## src/rtl/dco_pkg.sv

```systemverilog
`default_nettype none
// ============================================================================
// Module   : dco_pkg
// Purpose  : Shared constants and the increment-target helper for the
//            CDR digitally controlled oscillator (dco_nco).
// Contents : c_* default constants, calc_inc() clamped increment function.
// Revision : 1.0 - initial release
// ============================================================================
package dco_pkg;

    localparam int c_ACC_W       = 16;    // phase accumulator width
    localparam int c_CTRL_W      = 8;     // speed control word width
    localparam int c_CTRL_CENTER = 128;   // control value for nominal rate
    localparam int c_BASE_INC    = 4096;  // increment at centre (16 clk period)
    localparam int c_GAIN_SHIFT  = 2;     // loop gain as a left shift
    localparam int c_INC_MIN     = 2048;  // slowest allowed increment
    localparam int c_INC_MAX     = 8192;  // fastest allowed increment
    localparam int c_PCNT_W      = 8;     // period meter width

    // Clamped increment target. Evaluated in 32-bit signed arithmetic, which
    // is wider than the ACC_W+2 bits the offset needs, so no result is lost
    // before the clamp for any legal parameter set.
    function automatic int calc_inc(
        input int speed,
        input int center,
        input int base,
        input int shift,
        input int lo,
        input int hi
    );
        int t;
        int v;
        t = speed - center;
        v = base + (t <<< shift);
        if (v < lo) begin
            v = lo;
        end else if (v > hi) begin
            v = hi;
        end
        return v;
    endfunction

endpackage
`default_nettype wire

```

## src/rtl/dco_nco_if.sv

```systemverilog
`default_nettype none
// ============================================================================
// Module   : dco_nco_if
// Purpose  : Control/status bundle between the loop filter side and the DCO.
// Signals  : en, hold, speed_var            (controller -> DCO)
//            phase, rclk_out, sample_stb,
//            mid_stb, inc_active,
//            period_cnt, period_valid       (DCO -> consumers)
// Modports : master = controller/observer side, slave = DCO side.
// Revision : 1.0 - initial release
// ============================================================================
interface dco_nco_if
    import dco_pkg::*;
#(
    parameter int ACC_W  = c_ACC_W,
    parameter int CTRL_W = c_CTRL_W
);

    logic                en;
    logic                hold;
    logic [CTRL_W-1:0]   speed_var;
    logic [ACC_W-1:0]    phase;
    logic                rclk_out;
    logic                sample_stb;
    logic                mid_stb;
    logic [ACC_W-1:0]    inc_active;
    logic [c_PCNT_W-1:0] period_cnt;
    logic                period_valid;

    modport master (
        output en, hold, speed_var,
        input  phase, rclk_out, sample_stb, mid_stb,
        input  inc_active, period_cnt, period_valid
    );

    modport slave (
        input  en, hold, speed_var,
        output phase, rclk_out, sample_stb, mid_stb,
        output inc_active, period_cnt, period_valid
    );

endinterface
`default_nettype wire

```

## src/rtl/dco_period_meter.sv

```systemverilog
`default_nettype none
// ============================================================================
// Module   : dco_period_meter
// Purpose  : Measures the length, in enabled clock cycles, of each completed
//            DCO period. Saturates at the counter maximum.
// Ports    : clk, rst_n       clock / async active-low reset
//            en               accumulator advance enable (only these count)
//            wrap             accumulator wrap on this edge
//            period_cnt       length of the last completed period
//            period_valid     at least one period completed since reset
// Revision : 1.0 - initial release
// ============================================================================
module dco_period_meter
    import dco_pkg::*;
(
    input  wire logic                clk,
    input  wire logic                rst_n,
    input  wire logic                en,
    input  wire logic                wrap,
    output logic [c_PCNT_W-1:0]      period_cnt,
    output logic                     period_valid
);

    localparam logic [c_PCNT_W-1:0] c_CNT_MAX = '1;

    logic [c_PCNT_W-1:0] r_cnt;
    logic [c_PCNT_W-1:0] r_period_cnt;
    logic                r_period_valid;
    logic [c_PCNT_W-1:0] w_cnt_inc;

    // The wrapping edge itself belongs to the period that is ending, so the
    // reported length is the running count plus one.
    assign w_cnt_inc = (r_cnt == c_CNT_MAX) ? c_CNT_MAX : r_cnt + 1'b1;

    always_ff @(posedge clk or negedge rst_n) begin
        if (!rst_n) begin
            r_cnt          <= '0;
            r_period_cnt   <= '0;
            r_period_valid <= 1'b0;
        end else if (en) begin
            if (wrap) begin
                r_period_cnt   <= w_cnt_inc;
                r_cnt          <= '0;
                r_period_valid <= 1'b1;
            end else begin
                r_cnt          <= w_cnt_inc;
            end
        end
    end

    assign period_cnt   = r_period_cnt;
    assign period_valid = r_period_valid;

endmodule
`default_nettype wire

```

## src/rtl/dco_nco.sv

```systemverilog
`default_nettype none
// ============================================================================
// Module   : dco_nco
// Purpose  : Phase-accumulator DCO driven by the CDR loop filter. Produces the
//            recovered clock, a per-period sample strobe and a mid-period
//            edge strobe. The speed word only takes effect at a wrap, so each
//            period runs at a single rate and rclk_out never glitches.
// Ports    : clk, rst_n       clock / async active-low reset
//            bus (slave)      en, hold, speed_var in;
//                             phase, rclk_out, sample_stb, mid_stb,
//                             inc_active, period_cnt, period_valid out
// Revision : 1.0 - initial release
// ============================================================================
module dco_nco
    import dco_pkg::*;
#(
    parameter int ACC_W       = c_ACC_W,
    parameter int CTRL_W      = c_CTRL_W,
    parameter int CTRL_CENTER = c_CTRL_CENTER,
    parameter int BASE_INC    = c_BASE_INC,
    parameter int GAIN_SHIFT  = c_GAIN_SHIFT,
    parameter int INC_MIN     = c_INC_MIN,
    parameter int INC_MAX     = c_INC_MAX
)(
    input  wire logic    clk,
    input  wire logic    rst_n,
    dco_nco_if.slave     bus
);

    logic [ACC_W-1:0]    r_phase;
    logic [ACC_W-1:0]    r_inc;
    logic                r_sample;
    logic                r_mid;

    logic [ACC_W:0]      w_sum;
    logic                w_wrap;
    logic                w_mid;
    logic [31:0]         w_speed;
    logic [ACC_W-1:0]    w_new_inc;
    logic [c_PCNT_W-1:0] w_period_cnt;
    logic                w_period_valid;

    // Carry-out of the accumulator marks the period boundary; the remainder
    // stays in r_phase so long-run frequency is exact.
    assign w_sum  = {1'b0, r_phase} + {1'b0, r_inc};
    assign w_wrap = w_sum[ACC_W];

    // Rising edge of the recovered clock. A step that both crosses the
    // midpoint and wraps is reported as a wrap only.
    assign w_mid  = ~r_phase[ACC_W-1] & w_sum[ACC_W-1] & ~w_wrap;

    assign w_speed   = 32'(bus.speed_var);
    assign w_new_inc = ACC_W'(calc_inc(int'(w_speed), CTRL_CENTER, BASE_INC,
                                       GAIN_SHIFT, INC_MIN, INC_MAX));

    always_ff @(posedge clk or negedge rst_n) begin
        if (!rst_n) begin
            r_phase  <= '0;
            r_inc    <= ACC_W'(BASE_INC);
            r_sample <= 1'b0;
            r_mid    <= 1'b0;
        end else if (bus.en) begin
            r_phase  <= w_sum[ACC_W-1:0];
            r_sample <= w_wrap;
            r_mid    <= w_mid;
            // speed_var is only looked at on the wrapping edge; hold lets
            // the loop freeze the rate across a boundary.
            if (w_wrap && !bus.hold) begin
                r_inc <= w_new_inc;
            end
        end else begin
            r_sample <= 1'b0;
            r_mid    <= 1'b0;
        end
    end

    dco_period_meter u_period_meter (
        .clk          (clk),
        .rst_n        (rst_n),
        .en           (bus.en),
        .wrap         (w_wrap),
        .period_cnt   (w_period_cnt),
        .period_valid (w_period_valid)
    );

    assign bus.phase        = r_phase;
    // Taken straight from a flop bit, so it is glitch-free.
    assign bus.rclk_out     = r_phase[ACC_W-1];
    assign bus.sample_stb   = r_sample;
    assign bus.mid_stb      = r_mid;
    assign bus.inc_active   = r_inc;
    assign bus.period_cnt   = w_period_cnt;
    assign bus.period_valid = w_period_valid;

endmodule
`default_nettype wire

```

## src/flat_wrapper.sv

```systemverilog
// flat-port wrapper written by rule: the top's interface ports become plain ports
module dco_nco_flat import dco_pkg::*;
#(
    parameter int ACC_W       = c_ACC_W,
    parameter int CTRL_W      = c_CTRL_W,
    parameter int CTRL_CENTER = c_CTRL_CENTER,
    parameter int BASE_INC    = c_BASE_INC,
    parameter int GAIN_SHIFT  = c_GAIN_SHIFT,
    parameter int INC_MIN     = c_INC_MIN,
    parameter int INC_MAX     = c_INC_MAX
)
  (clk, rst_n, bus_en, bus_hold, bus_speed_var, bus_phase, bus_rclk_out, bus_sample_stb, bus_mid_stb, bus_inc_active, bus_period_cnt, bus_period_valid);
  dco_nco_if #(.ACC_W(ACC_W), .CTRL_W(CTRL_W)) bus_i ();
  input  wire logic clk;
  input  wire logic rst_n;
  input wire logic [$bits(bus_i.en)-1:0] bus_en;
  input wire logic [$bits(bus_i.hold)-1:0] bus_hold;
  input wire logic [$bits(bus_i.speed_var)-1:0] bus_speed_var;
  output wire logic [$bits(bus_i.phase)-1:0] bus_phase;
  output wire logic [$bits(bus_i.rclk_out)-1:0] bus_rclk_out;
  output wire logic [$bits(bus_i.sample_stb)-1:0] bus_sample_stb;
  output wire logic [$bits(bus_i.mid_stb)-1:0] bus_mid_stb;
  output wire logic [$bits(bus_i.inc_active)-1:0] bus_inc_active;
  output wire logic [$bits(bus_i.period_cnt)-1:0] bus_period_cnt;
  output wire logic [$bits(bus_i.period_valid)-1:0] bus_period_valid;
  assign bus_i.en = bus_en;
  assign bus_i.hold = bus_hold;
  assign bus_i.speed_var = bus_speed_var;
  assign bus_phase = bus_i.phase;
  assign bus_rclk_out = bus_i.rclk_out;
  assign bus_sample_stb = bus_i.sample_stb;
  assign bus_mid_stb = bus_i.mid_stb;
  assign bus_inc_active = bus_i.inc_active;
  assign bus_period_cnt = bus_i.period_cnt;
  assign bus_period_valid = bus_i.period_valid;
  dco_nco #(.ACC_W(ACC_W), .CTRL_W(CTRL_W), .CTRL_CENTER(CTRL_CENTER), .BASE_INC(BASE_INC), .GAIN_SHIFT(GAIN_SHIFT), .INC_MIN(INC_MIN), .INC_MAX(INC_MAX)) u_core (.clk(clk), .rst_n(rst_n), .bus(bus_i));
endmodule
```

## config.mk

```make
export PLATFORM = sky130hd
export DESIGN_NAME = dco_nco_flat
export DESIGN_NICKNAME = d
export VERILOG_FILES = /design/src/rtl/dco_pkg.sv /design/src/rtl/dco_nco_if.sv /design/src/rtl/dco_period_meter.sv /design/src/rtl/dco_nco.sv /design/src/flat_wrapper.sv
export SDC_FILE = /design/constraint.sdc
export NUM_CORES = 1
export LEC_CHECK = 0
export CORE_MARGIN = 8
export CORE_UTILIZATION = 30
export DETAILED_ROUTE_END_ITERATION = 10
export GPL_TIMING_DRIVEN = 0
export PLACE_DENSITY_LB_ADDON = 0.2
export SYNTH_ARGS = -nofsm -noshare
export SYNTH_HDL_FRONTEND = slang
export SYNTH_SLANG_ARGS = --single-unit
```

## constraint.sdc

```tcl
create_clock -name clk -period 2.7 [get_ports clk]
set_input_delay 0.54 -clock clk [delete_from_list [all_inputs] [get_ports clk]]
set_output_delay 0.54 -clock clk [all_outputs]
set_load 0.02 [all_outputs]
```

=== After elaboration in Yosys (flattened, before gate mapping) ===
Index checks and enable logic that the tools add are counted.

* $add $sub $neg: 4
* Order comparisons: 2
* Eq/ne operators: 1
* Mux-type cells: 6
* Bitwise gates (word level): 4
* Reduce and logical (&&, ||, !) cells: 4

{| class="wikitable"
|+ Operators with widths
! cell !! count
|-
| $gt A32 B15 Y1 const B || 1
|-
| $lt A32 B13 Y1 const B || 1
|-
| $mux W16 || 2
|-
| $add A16 B16 Y17 || 1
|-
| $mux W8 || 2
|-
| $add A14 B11 Y15 const A || 1
|-
| $sub A8 B8 Y9 const B || 1
|-
| $add A8 B1 Y8 const B || 1
|-
| $eq A8 B8 Y1 const B || 1
|-
| $reduce_and A2 Y1 || 2
|-
| $and A1 B1 Y1 || 2
|-
| $mux W1 || 2
|-
| $not A1 Y1 || 2
|-
| $logic_and A1 B1 Y1 || 1
|-
| $logic_not A1 Y1 || 1
|}

* Flip-flop bits (word level): 51
* Bits of input ports: 12
* Output and inout port bits: 44

=== Logic depth before layout (Yosys ltp) ===
Gate-level depths: netlist (run 1).

* Depth after elaboration: 5
* Depth in mapped cells: 9
* Gate-level depth less buffers: 9

=== Modules after synthesis ===
A second synthesis (run 1) with hierarchy kept.

* Cell total of the unflattened synthesis: 230
* Area total of the unflattened synthesis: 2512.4 um^2

{| class="wikitable"
|+ Modules (own cells, without submodules)
! module !! instances !! cells an instance !! area each (um^2) !! sequential area each (um^2)
|-
| dco_nco || 1 || 141 || 1600.3 || 626.9
|-
| dco_period_meter || 1 || 89 || 912.1 || 425.4
|}

=== Worst setup path before layout (run 1) ===
OpenSTA, ideal clock, no wires.

* Kind: register -> register
* Start: register u_core.r_inc[2], in the netlist u_core.bus.inc_active[2]
* End: register u_core.u_period_meter.r_period_cnt[2], in the netlist u_core.u_period_meter.period_cnt[2]
* Library setup time: 125 ps
* Arrival time: 2492 ps
* Setup slack: 83 ps
* Cell stages (with the launch flop): 10
* Buffers on the path: 1
* Period minus slack after synthesis: 2617 ps
* Cell sequence: dfrtp_1 ha_1 inv_1 fa_1 nand2b_1 a2111oi_4 o31ai_2 a21oi_1 buf_2 mux2_2

* Longest elaborated chain between the ends: 2

{| class="wikitable"
|+ RTL lines
! item !! line !! text
|-
| start: declaration || dco_nco.sv:31 || <nowiki>logic [ACC_W-1:0] r_inc;</nowiki>
|-
| start signal: assignment || dco_nco.sv:59 || <nowiki>r_inc <= ACC_W'(BASE_INC);</nowiki>
|-
| start signal: assignment || dco_nco.sv:69 || <nowiki>r_inc <= w_new_inc;</nowiki>
|-
| $add A16 B16 Y17 || dco_nco.sv:45 || <nowiki>assign w_sum = {1'b0, r_phase} + {1'b0, r_inc};</nowiki>
|-
| $reduce_and A2 Y1 (no source line) || - ||
|-
| end signal: assignment || dco_period_meter.sv:42 || <nowiki>r_period_cnt <= w_cnt_inc;</nowiki>
|-
| end: declaration || dco_period_meter.sv:27 || <nowiki>logic [c_PCNT_W-1:0] r_period_cnt;</nowiki>
|}

No other way between the ends.
A chain may end at the register's enable or synchronous reset.

=== Worst setup path after layout (run 1) ===
* Start: register u_core.r_inc[2], in the netlist u_core.bus.inc_active[2]
* End: register u_core.r_inc[4], in the netlist u_core.bus.inc_active[4]

* Longest elaborated chain between the ends: 3

{| class="wikitable"
|+ RTL lines
! item !! line !! text
|-
| $add A16 B16 Y17 || dco_nco.sv:45 ||
|-
| $logic_and A1 B1 Y1 || dco_nco.sv:68 || <nowiki>if (w_wrap && !bus.hold) begin</nowiki>
|-
| $reduce_and A2 Y1 (no source line) || - ||
|}

No other way between the ends.

==> impl_metrics.py, run 1 <==
metrics = {
    "global_routing": {
        "antenna_found_initial": 0,
        "gr-usage-met1_pct": 14.0,
        "first_global_vias": 2073,
        "grt_busiest_layer": "met2",
        "overflow": 0,
        "met2_usage_pct": 17.6,
        "grt_pass1_wl_um": 10200,
        "track_usage_pct": 10.8,
        "global_route.usage.met3_pct": 2.08,
        "grt_max_degree": 26,
    },
    "synthesis": {
        "postSynthAreaPerCell_um2": 10.3,
        "synth_area_um2": 2550,
        "synth-seq-area-share_pct": 41.3,
        "synth-edff-count": 0,
        "yosys_warnings": 0,
        "ys_ff_latch": 42,
        "ys_types": 59,
        "synth_cells": 247,
        "async_flop_share_pct": 100,
        "ys.flop_type": "dfrtp_1",
    },
    "die": {
        "initial_utilization_pct": 31.0,
        "row_count": 33,
        "die_y_um": 108,
        "io_pins": 56,
        "design.core.area_um2": 8220,
        "die-area_um2": 11700,
        "die_w_um": 108,
    },
    "setup_path": {
        "crit_slowest_cell": "a2111oi_4",
        "cp_max_fo": 9,
        "ff2ff_setup_slack_ns": 0.09,
        "r2r-end": "u_core.bus.inc_active[4]$_DFFE_PN0P_",
        "endpoint": "u_core.bus.inc_active[4]$_DFFE_PN0P_",
        "reg2reg_from": "u_core.bus.inc_active[2]$_DFFE_PN0P_",
        "rr_worst_depth": 9,
        "critPathMaxStageDelay_ns": 0.42,
        "worst_ep_required_time_ns": 2.89,
        "critical_path.startpoint_type": "register",
        "arrival_ns": 2.79,
        "endpoint_kind": "register",
        "worstSetupPathType": "register to register",
        "cp-startpoint": "u_core.bus.inc_active[2]$_DFFE_PN0P_",
        "path_cells": "ha_2, inv_1, fa_2, nand2b_4, a2111oi_4, o31ai_4, a211o_1, buf_6, mux2_4",
    },
    "drt": {
        "ant_nets": 0,
        "drc": 0,
        "vias_per_cell": 4.78,
        "wire_per_inst_um": 14.5,
        "drt_iter0_markers": 71,
        "wl_um": 6060,
        "detail_route.first_pass.iterations": 4,
        "dr_total_vias": 1998,
    },
    "run": {
        "drv_cap": 0,
    },
    "timing": {
        "tightest_slew_ns": 0.653,
        "clock_skew_ns": 0.00963,
        "post-route-period-util_pct": 96.5,
        "period_needed_ns": 2.61,
        "hold_violations": 0,
        "drv_slew": 0,
        "setup_slack_ns": 0.0948,
        "slew_headroom_pct": 56.5,
        "setup_viol": 0,
        "fmax_mhz": 384,
    },
    "clock_network": {
        "cts_buffer_depth": 2,
        "htree_levels": 2,
        "cts.sinks": 42,
        "insertion_delay_ns": 0.30,
        "numCtsBuffers": 5,
        "cts_tree": "built",
        "root_buffer": "clkbuf_8",
        "hold_buffers": 0,
        "clkSlewWorstSetupHoldPaths_ns": 0.09,
    },
    "place": {
        "finalWeightedCongestion": 0.791,
        "portBuffers": 47,
        "hpwl_um": 4520,
        "pre_cts_ws_ns": -0.0799,
    },
    "layout": {
        "regArea_um2": 1050,
        "multi_input_area_um2": 1360,
        "num-fill-cells": 836,
        "layout-drive-gt1-share_pct": 18.8,
        "area_delta_synth_final_pct": 31.9,
        "final_util_pct": 40.9,
        "fin_nets": 338,
        "antennaDiodeCount": 0,
    },
    "status": {
        "outcome": "completed",
    },
    "pwr": {
        "p_leak_nw": 1.52,
        "ir_drop_mv": 0.420,
        "pwr_density_cell_nw_per_um2": 1270,
    },
    "hold_path": {
        "min_path_type": "input pin to asynchronous set/reset pin",
    },
}
==> metal layers <==
| metal | share of wire (%) | up-vias |
|---|---|---|
| li1 | - | 1001 |
| met1 | 48 | 952 |
| met2 | 46 | 37 |
| met3 | 4.8 | 8 |
| met4 | 1.5 | 0 |
| met5 | 0 | - |
==> cells in the final DEF, fill, tap and decap left out, types with 6 or more instances in the layout <==
cell,netlist,final
mux2_4,8,8
o2bb2ai_1,7,7
a21o_1,6,6
buf_4,10,14
dfrtp_1,41,41
mux2_2,10,10
clkbuf_1,9,9
conb_1,1,7
ha_1,13,12
nand2_1,20,20
a21oi_1,12,11
inv_1,14,14
nor2_1,10,10
clkdlybuf4s50_1,0,46
==> where the power goes <==
| part | leakage, nW | total (mW) | switching, mW | internal (mW) |
|---|---|---|---|---|
| registers | 0.508 | 1.13 | 0.221 | 0.906 |
| clock network | 0.0585 | 0.518 | 0.240 | 0.278 |
| logic | 0.950 | 2.62 | 1.35 | 1.26 |
| total | 1.52 | 4.26 | 1.81 | 2.45 |
==> area by class of cell <==
type / instances / share of cell area [%]
Clock inverter: 3 / 1.30
Buffer: 22 / 4.06
Tap cell: 105 / 3.91
Sequential cell: 42 / 31.3
Clock buffer: 5 / 2.05
Multi-Input combinational cell: 175 / 40.5
Timing Repair Buffer: 52 / 15.3
Inverter: 14 / 1.56
==> flip-flops by register name, indices dropped and copies added (netlist names) <==
register,count
u_core.bus.phase,14
u_core.u_period_meter.period_cnt,8
u_core.u_period_meter.r_cnt,8
u_core.u_period_meter.period_valid,1
u_core.bus.inc_active,9
u_core.bus.sample_stb,1
u_core.bus.mid_stb,1
==> cell usage after synthesis (4+ instances only) <==
library cell	count	share of area [%]
a21o_1	6	1.8
a21oi_1	12	2.4
buf_4	10	2.9
clkbuf_1	9	1.3
dfrtp_1	41	40
ha_1	13	6.4
inv_1	14	2.1
mux2_2	10	4.4
mux2_4	8	4.7
mux2i_1	4	1.6
nand2_1	20	2.9
nand2b_1	4	0.98
nand3_1	4	0.79
nand4_1	4	0.98
nor2_1	10	1.5
nor3_1	5	0.98
o21ai_0	5	0.98
o2bb2ai_1	7	2.4
xnor2_1	5	1.7
==> worst min path at each step <==
stage                                                endpoint                                      startpoint  depth (start not counted)
2_1_floorplan           u_core.bus.inc_active[11]$_DFFE_PN0P_                                           rst_n                          0
3_3_place_gp   u_core.u_period_meter.period_valid$_DFFE_PN0P_  u_core.u_period_meter.period_valid$_DFFE_PN0P_                          1
3_5_place_dp   u_core.u_period_meter.period_valid$_DFFE_PN0P_  u_core.u_period_meter.period_valid$_DFFE_PN0P_                          1
4_1_cts                      u_core.bus.phase[15]$_DFFE_PN0P_                                           rst_n                          1
5_1_grt                      u_core.bus.phase[15]$_DFFE_PN0P_                                           rst_n                          1
6_report                     u_core.bus.phase[15]$_DFFE_PN0P_                                           rst_n                          1
==> worst max-delay path, delay by kind of cell, from the launching register on <==
kind	cells	cell delay, ns
AOI/OAI and AO/OA	3	0.87
adders and majority gates	2	0.55
buffers and inverters	2	0.21
DFF	1	0.38
muxes	1	0.30
and+or+nand+nor	1	0.17
==> through the flow <==
step / cell area (um2) / power (mW) / hold WS (ns) / std cells / TNS (ns)
floorplan: 2570 / 2.85 / 0.244 / 253 / 0
global placement: 3170 / 3.66 / 0.454 / 405 / -6.85
detailed placement: 3190 / 3.70 / 0.460 / 406 / -0.420
CTS: 3320 / 4.25 / 0.180 / 416 / 0
global route: 3360 / 4.64 / 0.191 / 418 / -0.0341
finish: 3360 / 4.26 / 0.167 / 418 / 0
==> cell families (layout without fill, tap and decap cells) <==
family / Yosys count / in the layout / synth area share, %
compound gates: 56 / 56 / 16.7
fa+ha+maj: 14 / 14 / 7.16
xor+xnor: 6 / 6 / 2.06
mux: 23 / 23 / 11.1
other cells: 1 / 7 / 0.147
flops: 42 / 42 / 41.3
simple gates: 69 / 69 / 14.3
buf+inv: 36 / 96 / 7.16
==> timing repair <==
action / in CTS / in global routing
pin swaps: 0 / 3
resized for setup: 1 / 7
buffers inserted: 2 / 2
endpoints found under the setup margin: 6 / 24
Power figures use the tool's default switching activity.
==> run 2, diff against run 1 <==
--- a/config.mk
+++ b/config.mk
@@ -6,7 +6,7 @@
 export NUM_CORES = 1
 export LEC_CHECK = 0
 export CORE_MARGIN = 8
-export CORE_UTILIZATION = 30
+export CORE_UTILIZATION = 51
 export DETAILED_ROUTE_END_ITERATION = 10
 export GPL_TIMING_DRIVEN = 0
 export PLACE_DENSITY_LB_ADDON = 0.2
==> run 2 against run 1 <==
  * Clock power is 18% lower
  * Die area is 36% lower
  * Sequential power hardly changed
  * Worst setup slack worse by 0.0059 ns
  * Final cell count is 9.8% lower
  * Via count is 3.9% higher
  * Wire length is 5.4% lower
  * Clock skew is 0.0041 ns lower
  * Power is 2.1% lower
  * Global-route usage is 5.2 points higher
  * Non-clock buffer count is 3 lower
  * Register-to-register slack hardly changed
  * Critical endpoint is now u_core.bus.inc_active[6]$_DFFE_PN0P_
==> impl_metrics.py, run 2 (same netlist as run 1, synthesis figures left out) <==
metrics = {
    "status": {
        "outcome": "completed",
    },
    "pwr": {
        "intPower_mw": 2.36,
        "power_switching_mw": 1.81,
        "pwr_density_cell_nw_per_um2": 1270,
        "swShare_pct": 43.4,
        "combPwrFrac_pct": 62.8,
        "p_total_mw": 4.17,
        "pwr-share-clk_pct": 10.1,
        "ir_drop_mv": 0.715,
        "p_leak_nw": 1.49,
        "pwr-share-seq_pct": 27.1,
    },
    "place": {
        "portBuffers": 47,
        "placement.cell_area_um2": 3140,
        "finalWeightedCongestion": 0.897,
        "hpwl_um": 4310,
    },
    "setup_path": {
        "worst_ep_required_time_ns": 2.89,
        "endpoint_kind": "register",
        "crit_buf_inv": 2,
        "path_cells": "ha_2, inv_1, fa_2, nand2b_4, a2111oi_4, o31ai_4, a211o_1, buf_6, mux2_4",
        "arrival_ns": 2.80,
        "crit_slowest_cell": "a2111oi_4",
        "worstSetupPathType": "register to register",
        "cp_max_fo": 9,
        "critPathMaxStageDelay_ns": 0.42,
        "critical_path.startpoint_type": "register",
        "cp_top_family": "compound AO/OA/AOI/OAI gates",
    },
    "die": {
        "initial_utilization_pct": 53.3,
        "io_pins": 56,
        "die-area_um2": 7520,
        "die_w_um": 86.7,
        "design.core.area_um2": 4790,
        "die_y_um": 86.7,
        "row_count": 25,
    },
    "global_routing": {
        "overflow": 0,
        "track_usage_pct": 16.0,
        "grt_max_degree": 28,
        "antenna_found_initial": 0,
        "grt_pass1_wl_um": 9560,
        "first_global_vias": 1987,
    },
    "drt": {
        "vias_per_cell": 5.50,
        "ant_nets": 0,
        "wire_per_inst_um": 15.2,
        "detail_route.first_pass.iterations": 4,
        "wl_um": 5730,
        "dr_total_vias": 2075,
        "drt_iter0_markers": 131,
        "drc": 0,
    },
    "clock_network": {
        "cts_tree": "built",
        "cts_buffer_depth": 2,
        "root_buffer": "clkbuf_8",
        "numCtsBuffers": 5,
        "insertion_delay_ns": 0.30,
        "cts.sinks": 42,
        "htree_levels": 2,
        "clkSlewWorstSetupHoldPaths_ns": 0.08,
    },
    "timing": {
        "setup_viol": 0,
        "hold_slack_ns": 0.155,
        "drv_slew": 0,
        "tightest_slew_ns": 0.601,
        "fmax_mhz": 383,
        "clock_skew_ns": 0.00550,
        "post-route-period-util_pct": 96.7,
        "slew_headroom_pct": 59.9,
        "period_needed_ns": 2.61,
        "hold_violations": 0,
    },
    "layout": {
        "layout-drive-gt1-share_pct": 18.4,
        "layout_commonest_cell": "clkdlybuf4s50_1",
        "largest_register_ffs": 14,
        "antennaDiodeCount": 0,
        "final_cell_mix": "46 x clkdlybuf4s50_1, 40 x dfrtp_1, 20 x nand2_1, 14 x inv_1",
        "final_area_um2": 3270,
        "fin_nets": 335,
        "area_delta_synth_final_pct": 28.4,
    },
    "hold_path": {
        "min_path_type": "input pin to asynchronous set/reset pin",
    },
    "run": {
        "drv_cap": 0,
    },
}
run 2: worst paths after layout:
check                                                            endpoint                                            from  slack [ns]  cells past startpoint
hold reg to reg            u_core.u_period_meter.period_valid$_DFFE_PN0P_  u_core.u_period_meter.period_valid$_DFFE_PN0P_        0.47                      1
max in group asynchronous           u_core.bus.inc_active[12]$_DFFE_PN1P_                                           rst_n        2.00                      2
setup reg to reg                     u_core.bus.inc_active[6]$_DFFE_PN0P_            u_core.bus.inc_active[2]$_DFFE_PN0P_        0.09                      9
hold / removal                           u_core.bus.phase[10]$_DFFE_PN0P_                                           rst_n        0.16                      1
setup / recovery                     u_core.bus.inc_active[6]$_DFFE_PN0P_            u_core.bus.inc_active[2]$_DFFE_PN0P_        0.09                      9
min in group clk           u_core.u_period_meter.period_valid$_DFFE_PN0P_  u_core.u_period_meter.period_valid$_DFFE_PN0P_        0.47                      1
run 2: power groups by stage:
stage / registers, mW / logic, mW / clock network (mW)
finish: 1.13 / 2.62 / 0.423
global route: 1.17 / 2.86 / 0.466
CTS: 1.13 / 2.57 / 0.435
floorplan: 1.37 / 1.48 / 0
global placement: 1.13 / 2.48 / 0
detailed placement: 1.14 / 2.55 / 0
run 2: layout make-up:
cell class,instances,area [um2]
well taps,67,83.8
clock inverters,2,12.5
multi-input cells,175,1360
repair buffers,49,493
clock buffers,6,82.6
inverters,14,52.6
plain buffers,22,133
flip-flops and latches,42,1050
fillers,400,1510
run 2: repair_timing:
action                     in CTS  in global routing
pin swaps                       0                  3
setup endpoints to repair       6                 23
hold buffers                    0                  0
setup buffers                   1                  0
gates resized for setup         1                  7
gates cloned                    0                  0
run 2: through the flow:
stage / std cells / TNS (ns) / util [%] / setup slack, ns
final: 377 / 0 / 68.4 / 0.0889
after global routing: 377 / -0.218 / 68.4 / -0.0353
after CTS: 377 / 0 / 67.8 / 0.00677
after detailed placement: 368 / -0.259 / 65.6 / -0.0567
after global placement: 367 / -1.75 / 65.3 / -0.0435
after floorplan: 253 / 0 / - / 0.0834
run 2: routing by layer:
layer  up-vias  global-route usage [%]  wire, um
li1       1002                       -         -
met3         6                    4.82       365
met2        59                    24.7      2630
met4         0                    4.54        55
met5         -                       0         0
met1      1008                    21.0      2680
run 2: worst register-to-register path, delay by kind of cell (launching register included):
family | cells | cell delay, ns
buffers and inverters | 2 | 0.21
adder cells (fa/ha/maj) | 2 | 0.54
AO/OA/AOI/OAI | 3 | 0.88
multiplexers | 1 | 0.31
AND/OR/NAND/NOR | 1 | 0.17
flip-flops | 1 | 0.38
==> variant (config.mk and constraints of run 2) <==
`c_PCNT_W`: 8 -> 10.
--- a/src/rtl/dco_pkg.sv
+++ b/src/rtl/dco_pkg.sv
@@ -15,7 +15,7 @@
     localparam int c_GAIN_SHIFT  = 2;     // loop gain as a left shift
     localparam int c_INC_MIN     = 2048;  // slowest allowed increment
     localparam int c_INC_MAX     = 8192;  // fastest allowed increment
-    localparam int c_PCNT_W      = 8;     // period meter width
+    localparam int c_PCNT_W      = 10;     // period meter width
 
     // Clamped increment target. Evaluated in 32-bit signed arithmetic, which
     // is wider than the ACC_W+2 bits the offset needs, so no result is lost
Ports: changed (resized bus_period_cnt); port bits go from 56 to 58. The function was not compared with the original's and may differ.
==> variant against run 2 <==
- synthesized area rose by 2.8%
- count of clock-buffer cells in the layout stayed put
- routed wire length shrank 1.5%
- cell area rose by 4.1%
- critical path depth rose by 1
- clock skew shrank 0.0021 ns
- die area is 2.3% higher
- sequential cell count is 4 higher
- total power up 3.2%
- fmax is 2.5% higher
- global-route usage decreased by 0.74 points
- combinational power hardly changed
- setup slack improved by 0.063 ns
- critical path type unchanged
- critical endpoint is now u_core.bus.inc_active[5]
==> variant: results (changes against run 2) <==
GR Overflow Total: 0 (unchanged)
First-pass iteration count of the detailed router: 4 (unchanged)
Netlist cell types: 53 (-10%)
Gpl congestion: 0.827 (-7.8%)
Crit Path Max Fanout: 9 (unchanged)
Gr usage total: 0.153 (-0.00736)
Fin cells: 375 (-0.53%)
Drt via density: 5.21 (-5.4%)
Arr. time, crit path: 2.73 ns (-0.07 ns)
Yosys warns: 0 (unchanged)
DR iter-0 viols: 55 (-58%)
Post-CTS sizing: 0 (-1)
Pin count of the biggest net entering global routing: 29 (+3.6%)
Worst-Margin Slew: 0.575 ns (-0.0266 ns)
Filler instances: 418 (+4.5%)
FFs w/ async S/R, synth: 1.00 (unchanged)
Vias in the first global route: 1905 (-4.1%)
Share of layout cells above drive strength 1: 0.216 (+0.0325)
Sequential fraction of the synthesis area: 0.440 (+0.0270)
Post-Synthesis Cells: 233 (-5.7%)
Status: completed
First-pass GRT wire length: 9200 um (-3.8%)
Final HPWL DP: 4200 um (-2.5%)
CP max stage cell: fa_1
Max reg flops: 14 (unchanged)
Multiplexer area fraction after synthesis: 0.122 (+0.0108)
Placed Instances: 360 (-2.2%)
Top post-synthesis cells by count: 45 x dfrtp_1, 24 x mux2_2, 17 x nand2_1
Num CTS Buffers: 5 (unchanged)
PortBufs: 50 (+6.4%)
Complex-gate fraction of the synthesized area: 0.156 (-0.0112)
Cell family with most CP delay: adder cells
Initial antenna violation count: 0 (unchanged)
Wire per inst: 15.1 um (-0.94%)
Synth top area cells: dfrtp_1 43%, mux2_2 10%, ha_1 6.2%, xnor2_1 4.0%, a21oi_1 3.1%
Clock skew: 0.00337 ns (-0.00214 ns)
Clk root buf: clkbuf_8
Diode count: 0 (unchanged)
Final #Nets: 330 (-1.5%)
Peak VDD IR: 0.000818 V (+14%)
Adder-Cell Fraction of Synth Area: 0.0697 (-0.00195)
CTS Buffer Depth: 2 (unchanged)
Pleak: 1.55 nW (+3.8%)
XOR/XNOR Fraction of Synth Area: 0.0468 (+0.0262)
CTS clock-pin slew for the worst setup and hold paths: 0.09 ns
[variant: through the flow]
step	setup slack, ns	hold slack (ns)	utilization	cell area (um^2)	power (mW)
2_1_floorplan	0.140	0.244	-	2640	3.00
3_3_place_gp	-0.195	0.454	0.641	3230	3.77
3_5_place_dp	-0.0849	0.461	0.644	3250	3.83
4_1_cts	0.0600	0.192	0.667	3360	4.31
5_1_grt	0.0129	0.210	0.676	3410	4.64
6_report	0.152	0.187	0.676	3410	4.30
[variant: where the power goes]
part           switching (mW)  internal [mW]  total [mW]
logic                    1.29           1.33        2.62
registers               0.266          0.977        1.24
clock network           0.235          0.206       0.441
total                    1.79           2.51        4.30
[variant: cell type report]
class / instances / share of cell area
clock inverter: 2 / 0.00367
multi-input combinational: 169 / 0.398
clock buffer: 6 / 0.0242
timing repair buffer: 58 / 0.170
sequential: 46 / 0.338
tap: 70 / 0.0257
buffer: 14 / 0.0286
inverter: 10 / 0.0110
[variant: worst paths after layout]
kind / from / to / slack (ns) / cells past startpoint
setup / recovery: u_core.bus.inc_active[2] / u_core.bus.inc_active[5] / 0.15 / 10
hold / removal: rst_n / u_core.bus.inc_active[7] / 0.19 / 1
setup reg to reg: u_core.bus.inc_active[2] / u_core.bus.inc_active[5] / 0.15 / 10
hold reg to reg: u_core.u_period_meter.period_valid / u_core.u_period_meter.period_valid / 0.48 / 1
max in group asynchronous: rst_n / u_core.u_period_meter.r_cnt[3] / 2.01 / 2
min in group clk: u_core.u_period_meter.period_valid / u_core.u_period_meter.period_valid / 0.48 / 1
[variant: repair_timing]
item	4_1_cts	5_1_grt
endpoints found under the setup margin	8	10
pin swaps	1	2
buffers inserted	1	6
[variant: cell families after synthesis]
| family | after synthesis |
|---|---|
| xor+xnor | 14 |
| mux | 28 |
| simple gates | 52 |
| other cells | 1 |
| flops | 46 |
| fa+ha+maj | 14 |
| buf+inv | 24 |
| compound gates | 54 |
[variant: metal layers]
metal,part of all wire,GRT usage
met4,0.0046,0.0391
met5,0,0
met2,0.47,0.244
met3,0.060,0.0450
met1,0.47,0.197
